### src/rtl/bin_to_bcd_pkg.sv
// Shared definitions for the sequential binary-to-BCD converter.
//   bcd_state_t    : converter FSM states (idle / shifting / result-valid)
//   BCD_NIBBLE     : bits per BCD digit
//   BCD_ADJ_THRESH : digit value at or above which the pre-shift adjust applies
//   BCD_ADJ_ADD    : amount added by the pre-shift adjust
package bin_to_bcd_pkg;

  typedef enum logic [1:0] {S_IDLE, S_SHIFT, S_DONE} bcd_state_t;

  localparam int BCD_NIBBLE     = 4;
  localparam int BCD_ADJ_THRESH = 5;
  localparam int BCD_ADJ_ADD    = 3;

endpackage

### src/rtl/bin_to_bcd_seq_digit_adjust.sv
// Double-dabble digit correction, purely combinational.
//   digit_i [3:0] : BCD digit before the shift (0-9 in normal operation)
//   digit_o [3:0] : digit_i + 3 when digit_i >= 5, otherwise digit_i
// Adding 3 before a left shift makes a digit >= 5 carry into the next
// digit after doubling, keeping every digit in 0-9.
module bcd_digit_adjust
  import bin_to_bcd_pkg::*;
(
  input  logic [BCD_NIBBLE-1:0] digit_i,
  output logic [BCD_NIBBLE-1:0] digit_o
);

  always_comb begin
    if (digit_i >= BCD_NIBBLE'(BCD_ADJ_THRESH)) begin
      digit_o = digit_i + BCD_NIBBLE'(BCD_ADJ_ADD);
    end else begin
      digit_o = digit_i;
    end
  end

endmodule

### src/rtl/bin_to_bcd_seq.sv
// Sequential double-dabble binary-to-BCD converter.
// One bit of the operand is consumed per clock; a conversion takes WIDTH
// shift cycles plus one DONE cycle plus one IDLE cycle for the next start.
//   clk_i      : clock, all state changes on the rising edge
//   rst_ni     : synchronous active-low reset, aborts any conversion
//   start_i    : conversion request, accepted only while ready_o=1
//   bin_i      : unsigned operand, sampled on the accepting edge
//   ready_o    : high in IDLE
//   done_o     : one-cycle pulse when bcd_o/overflow_o hold a new result
//   bcd_o      : packed BCD result, digit 0 (units) in bits [3:0]
//   overflow_o : last operand was >= 10^DIGITS (bcd_o is then the value
//                modulo 10^DIGITS)
module bin_to_bcd_seq
  import bin_to_bcd_pkg::*;
#(
  parameter int WIDTH  = 16,
  parameter int DIGITS = 5
) (
  input  logic                       clk_i,
  input  logic                       rst_ni,
  input  logic                       start_i,
  input  logic [WIDTH-1:0]           bin_i,
  output logic                       ready_o,
  output logic                       done_o,
  output logic [BCD_NIBBLE*DIGITS-1:0] bcd_o,
  output logic                       overflow_o
);

  localparam int BCD_W = BCD_NIBBLE * DIGITS;
  localparam int CNT_W = $clog2(WIDTH + 1);
  localparam int CAT_W = BCD_W + WIDTH + 1;

  bcd_state_t         state_q, state_d;
  logic [WIDTH-1:0]   b_q, b_d;
  logic [BCD_W-1:0]   w_q, w_d;
  logic [CNT_W-1:0]   cnt_q, cnt_d;
  logic               ovf_q, ovf_d;
  logic [BCD_W-1:0]   bcd_q, bcd_d;
  logic               overflow_q, overflow_d;

  // Adjusted working digits and the combined shift result.
  logic [BCD_W-1:0]   w_adj;
  logic [CAT_W-1:0]   shifted;
  logic               carry;
  logic [BCD_W-1:0]   w_shift;
  logic [WIDTH-1:0]   b_shift;
  logic               last_shift;

  for (genvar gi = 0; gi < DIGITS; gi++) begin : g_adj
    bcd_digit_adjust u_adj (
      .digit_i (w_q  [gi*BCD_NIBBLE +: BCD_NIBBLE]),
      .digit_o (w_adj[gi*BCD_NIBBLE +: BCD_NIBBLE])
    );
  end

  // {carry, W, B} << 1 expressed as one concatenation so it stays legal
  // for WIDTH=1 (no B[WIDTH-2:0] slice needed).
  always_comb begin
    shifted = {w_adj, b_q, 1'b0};
    carry   = shifted[CAT_W-1];
    w_shift = shifted[CAT_W-2:WIDTH];
    b_shift = shifted[WIDTH-1:0];
  end

  assign last_shift = (cnt_q == CNT_W'(1));

  // State register plus datapath registers.
  always_ff @(posedge clk_i) begin
    if (!rst_ni) begin
      state_q    <= S_IDLE;
      b_q        <= '0;
      w_q        <= '0;
      cnt_q      <= '0;
      ovf_q      <= 1'b0;
      bcd_q      <= '0;
      overflow_q <= 1'b0;
    end else begin
      state_q    <= state_d;
      b_q        <= b_d;
      w_q        <= w_d;
      cnt_q      <= cnt_d;
      ovf_q      <= ovf_d;
      bcd_q      <= bcd_d;
      overflow_q <= overflow_d;
    end
  end

  // Next-state logic.
  always_comb begin
    state_d = state_q;
    case (state_q)
      S_IDLE:  if (start_i)    state_d = S_SHIFT;
      S_SHIFT: if (last_shift) state_d = S_DONE;
      S_DONE:                  state_d = S_IDLE;
      default:                 state_d = S_IDLE;
    endcase
  end

  // Datapath next values.
  always_comb begin
    b_d        = b_q;
    w_d        = w_q;
    cnt_d      = cnt_q;
    ovf_d      = ovf_q;
    bcd_d      = bcd_q;
    overflow_d = overflow_q;
    case (state_q)
      S_IDLE: begin
        if (start_i) begin
          b_d   = bin_i;
          w_d   = '0;
          ovf_d = 1'b0;
          cnt_d = CNT_W'(WIDTH);
        end
      end
      S_SHIFT: begin
        b_d   = b_shift;
        w_d   = w_shift;
        ovf_d = ovf_q | carry;
        cnt_d = cnt_q - CNT_W'(1);
        // Commit on the final shift so the outputs never show partials.
        if (last_shift) begin
          bcd_d      = w_shift;
          overflow_d = ovf_q | carry;
        end
      end
      default: ;
    endcase
  end

  // Output decode: state-only, no path from the inputs.
  always_comb begin
    ready_o = (state_q == S_IDLE);
    done_o  = (state_q == S_DONE);
  end

  assign bcd_o      = bcd_q;
  assign overflow_o = overflow_q;

endmodule

### config.mk
export PLATFORM = sky130hd
export DESIGN_NAME = bin_to_bcd_seq
export DESIGN_NICKNAME = d
export VERILOG_FILES = /design/src/rtl/bin_to_bcd_pkg.sv /design/src/rtl/bin_to_bcd_seq_digit_adjust.sv /design/src/rtl/bin_to_bcd_seq.sv
export SDC_FILE = /design/constraint.sdc
export NUM_CORES = 1
export LEC_CHECK = 0
export CORE_UTILIZATION = 25
export DETAILED_ROUTE_END_ITERATION = 8
export HOLD_SLACK_MARGIN = 0.12
export MAX_ROUTING_LAYER = met4
export SETUP_SLACK_MARGIN = 0.15
export SLEW_MARGIN = 20
export SYNTH_ARGS = -nofsm -noshare
export SYNTH_HDL_FRONTEND = slang
export SYNTH_HIERARCHICAL = 1
export SYNTH_SLANG_ARGS = --single-unit
### constraint.sdc
create_clock -name clk_i -period 4.3 [get_ports clk_i]
set_clock_uncertainty 0.05 [all_clocks]
set_input_delay 0.43 -clock clk_i [delete_from_list [all_inputs] [get_ports clk_i]]
set_output_delay 0.43 -clock clk_i [all_outputs]
set_load 0.1 [all_outputs]
Word level (Yosys, flattened, before mapping) --
Cells that the tools add are included.
Word-level totals: word-level logic and storage cells 45, input bits 19, output and inout bits 23, flip-flop bits (word level) 65
Operators by class: multiplexer cells 16, $lt $le $gt $ge 5, add/sub/neg operators 6, bitwise gates (word level) 1, reductions and logical operators 5, eq/ne operators 5
Operator list (number):
- 20-bit one-hot mux with 2 select lines | 1
- 16-bit one-hot mux with 2 select lines | 1
- 4-bit by 2-bit adder with 4-bit output, second input constant | 5
- 4-bit by 3-bit greater-or-equal comparator with 1-bit output, second input constant | 5
- 20-bit 2-to-1 mux | 1
- 4-bit 2-to-1 mux | 5
- 16-bit 2-to-1 mux | 1
- 5-bit one-hot mux with 2 select lines | 1
- 2-bit AND reduction | 3
- 5-bit by 1-bit equality test with 1-bit output, second input constant | 1
- 5-bit 2-to-1 mux | 1
- 5-bit by 1-bit subtractor with 5-bit output, second input constant | 1
- 2-bit 2-to-1 mux | 2
- 2-bit inequality test, second input constant | 2
- 2-bit one-hot mux with 2 select lines | 1
- 2-bit by 1-bit equality test with 1-bit output, second input constant | 1
- 2-bit equality test, second input constant | 1
- 2-bit logical NOT | 1
- 1-bit one-hot mux with 2 select lines | 1
- 2-bit nonzero test | 1
- 1-bit 2-to-1 mux | 1
- 1-bit OR | 1

Depth between registers and ports, before layout --
depth after elaboration 4, mapped depth 8, depth with buffers taken out 8

Cells and area by module --
Netlist, hierarchy kept.
Modules (own cells, without submodules):
- bin_to_bcd_seq | times used 1, area an instance 2686.3 um^2, cells an instance 275, seq. area each 1301.2 um^2
- bcd_digit_adjust | times used 5, area an instance 101.3 um^2, cells an instance 16, seq. area each 0.0 um^2

Worst setup path after synthesis --
No wires, ideal clock.
path type register to output, from reg state_q[1], to out done_o, data required time 3.820 ns, arrival 2.194 ns, setup slack 1.626 ns, buffers on the path 2, cell stages (with the launch flop) 4, path through dfxtp_1 > buf_2 > buf_2 > nor2b_1
On the way: cells in the longest elaborated chain, start to end 1
RTL lines:
- start, declared | RTL line bin_to_bcd_seq.sv:33 | bcd_state_t state_q, state_d;
- start signal, assigned | RTL line bin_to_bcd_seq.sv:78 | state_q <= state_d;
- 2-bit equality test | RTL line bin_to_bcd_seq.sv:134 | done_o = (state_q == S_DONE);
- end, declared | RTL line bin_to_bcd_seq.sv:24 | output logic done_o,
No other way between the ends.

Worst setup path in the final report --
from reg state_q[0], to out done_o
Same word-level chain as after synthesis.

==> run_results.csv <==
group,metric,value,unit
run_status,run_status,"finished clean",
placement,gp_congestion,0.757,
floorplan,ios,42,
global_route,grt_start_max_net_pins,48,
cts,cts_made_buffers,9,
power_and_ir_drop,vdd_drop_max,161,µV
flow_run,drv_cap,0,
floorplan,fp.dieH,115,µm
floorplan,initial_core_util,26.1,%
drt,vias_per_cell,4.52,
critical_path,cp_data_arrival_time,2.14,ns
critical_path,path_cells,"buf_4, nor2b_1, clkdlybuf4s50_1",
drt,remaining_drc_errors,0,
cts,cts-root-buf,"clkbuf_16",
power_and_ir_drop,combPwrFrac,9.5,%
floorplan,fp.dieW,115,µm
critical_path,crit-reg2reg-launch,"state_q[0]$_SDFFE_PN0P_",
timing,worst_slack,1.68,ns
power_and_ir_drop,seqPwrFrac,43.7,%
power_and_ir_drop,power,1.46,mW
timing,rsz0062_at_grt,"no",
finish,fin_area,3970,µm²
cts,clockBufferDepth,2,
hold_path,worstHoldEndpoint,"bcd_o[16]$_SDFFE_PN0P_",
placement,placed_cell_area,3690,µm²
critical_path,cp_num_buf_inv,2,
drt,wire_per_inst,12.6,µm
timing,fin_crit,2.62,ns
critical_path,end_kind,"output port",
power_and_ir_drop,power_switching,353,µW
hold_path,min_path_type,"register to register",
power_and_ir_drop,power.density,367,nW/µm²
synthesis,ys_seq_elements,65,
global_route,grt_pass1_vias,2481,
placement,place_ws,1.57,ns
critical_path,rrSetupSlack,2.30,ns
cts,clkLatencyLatePin,0.33,ns
global_route,grt_first_pass_wirelength,11.6,mm
power_and_ir_drop,p_int,1.10,mW
critical_path,crit_path_start_kind,"register",
synthesis,ys_seq_area_share,40.8,%
synthesis,syn_area_per_cell,8.99,µm²
hold_path,hold_depth,2,
power_and_ir_drop,netSwitchingFraction,24.2,%
cts,cts_setup_buffers,0,
synthesis,synth_fp_nets,386,
floorplan,core_region_area,12200,µm²
cts,postCtsResizedCells,0,
timing,slew_headroom,34.0,%
drt,drt_iter0_markers,175,
cts,htree_num_levels,3,
synthesis,synthCells,355,
floorplan,dieArea,13200,µm²
cts,hold_buffers,0,
critical_path,cp_slowest_stage_delay,1.14,ns
timing,setup_violations,0,
cts,clk_pin_slew,0.05,ns
cts,cts_tree,"yes",
timing,report.final.hold_viol_count,0,
drt,drt-pass1-iter-count,4,
drt,num_vias,2525,
critical_path,cp_top_family,"buffers and inverters",
critical_path,rr_worst_depth,4,
synthesis,synth_top_cell_by_area,"dfxtp_1",
critical_path,crit_required,3.82,ns
placement,portBuffers,41,
critical_path,reg2reg_to,"w_q[4]$_SDFFE_PN0P_",
finish,final_net_count,417,
global_route,overflow,0,
cts,cts.sinks,65,
hold_path,min_from,"bcd_o[16]$_SDFFE_PN0P_",
power_and_ir_drop,p_clk_share,46.7,%
synthesis,synth_cell_types,35,
drt,ant_nets,0,
synthesis,synth_top_area_share,40.8,%
finish,antenna_cells,0,
synthesis,synth_area_leaders,"dfxtp_1, mux2i_1, nand2_1",
synthesis,syn_area,3190,µm²
global_route,grtUsageTotal,11.7,%
timing,worst_slew_pin_slew,0.987,ns
drt,finalWirelength,7.02,mm
power_and_ir_drop,p_leak,1.45,nW
timing,max_clock_freq,382,MHz
critical_path,crit_fanout,40,
timing,tns,0,ns
synthesis,yosys_warnings,6,
critical_path,crit_type,"register to output port",
timing,fin_crit_sh,60.8,%
floorplan,rows,40,
critical_path,worst_path_max_delay_cell,"clkdlybuf4s50_1",
finish,drive_above_1_share,7.42,%
global_route,antenna_found_initial,0,
timing,timing.final.max_slew_violations,0,
finish,area_delta_synth_final,24.4,%
placement,hpwl,4.56,mm
[worst max path at each step]
stage	startpoint	to	slack, ns	cells after the start
2_1_floorplan	state_q[1]$_SDFFE_PN0P_	done_o	1.63	3
3_3_place_gp	start_i	w_q[11]$_SDFFE_PN0P_	1.63	4
3_5_place_dp	start_i	w_q[2]$_SDFFE_PN0P_	1.57	4
4_1_cts	state_q[0]$_SDFFE_PN0P_	done_o	1.67	3
5_1_grt	state_q[0]$_SDFFE_PN0P_	ready_o	1.56	3
6_report	state_q[0]$_SDFFE_PN0P_	done_o	1.68	3
[synth_stat cells (all sizes together)]
cell type,count
dfxtp,65
nand2,63
mux2i,26
a22o,21
nor2,20
a21oi,19
nor2b,18
buf,17
nand2b,15
o21ai,15
o221a,15
inv,14
ha,12
clkbuf,8
xnor2,5
a21boi,3
and2,2
and3,2
nand3,2
nand4b,2
nor3b,2
o31a,2
a311o,1
and3b,1
and4b,1
nand4,1
nor3,1
o21ba,1
o221ai,1
[per-stage QoR]
step,hold WS (ns),cells,utilization (%)
2_1_floorplan,0.402,355,-
3_3_place_gp,0.397,543,30.2
3_5_place_dp,0.397,543,30.2
4_1_cts,0.409,559,32.5
5_1_grt,0.431,559,32.5
6_report,0.407,559,32.5
[power groups by stage]
stage	clock (mW)	sequential [mW]	combinational, mW
after global placement	0	0.650	0.136
after CTS	0.704	0.638	0.140
final	0.681	0.638	0.139
after global routing	0.734	0.640	0.154
after floorplan	0	0.649	0.107
after detailed placement	0	0.651	0.138
[logic make-up after synthesis]
logic type               synth area share, %
flip-flops                              40.8
multiplexers                            8.15
AO/OA/AOI/OAI                           19.1
AND/OR/NAND/NOR                         19.6
XOR/XNOR                                1.37
adder cells (fa/ha/maj)                 4.70
buffers and inverters                   6.31
[layout by cell type (no fill, tap or decap), types with 2 or more instances in the layout]
master	count
clkdlybuf4s50_1	40
buf_4	4
nand2b_1	15
clkbuf_16	9
a21oi_1	14
mux2i_1	26
a21oi_2	5
nor3b_1	2
nand3_1	2
a21boi_1	3
clkinvlp_4	2
clkinv_2	3
nand4b_1	2
inv_1	14
nor2b_1	16
o31a_1	2
a22o_1	21
and2_1	2
nand2_1	63
o21ai_1	6
o21ai_0	9
and3_1	2
nor2_1	20
dfxtp_1	65
o221a_1	15
clkbuf_8	2
ha_1	12
xnor2_1	5
[worst reg2reg max path, delay by kind of cell, from the launching register on]
kind	cells	cell delay, ns
AND/OR/NAND/NOR	1	0.72
AO/OA/AOI/OAI	2	0.65
flip-flops	1	0.29
buffers and inverters	1	0.23
[registers in the layout, indices dropped and copies added (netlist names)]
signal      count
ovf_q           1
overflow_o      1
cnt_q           5
w_q            20
bcd_o          20
state_q         2
b_q            16
[final cells by class]
class                           instances  area, µm²
Clock buffer                           11        253
Clock inverter                          5       30.0
Fill cell                            1314       8240
Inverter                               14       52.6
Multi-Input combinational cell        251       1690
Sequential cell                        65       1300
Tap cell                              168        210
Timing Repair Buffer                   45        435
[layer usage]
layer | vias up | global-route usage, % | part of all wire (%) | routed length (µm)
met5 | - | - | 0 | 0
met4 | 0 | 3.81 | 1.2 | 83
met3 | 6 | 5.11 | 4.9 | 347
met2 | 48 | 18.3 | 46 | 3200
met1 | 1190 | 13.4 | 48 | 3390
li1 | 1281 | - | - | -
Note: power is estimated with default switching activity, not from simulation.
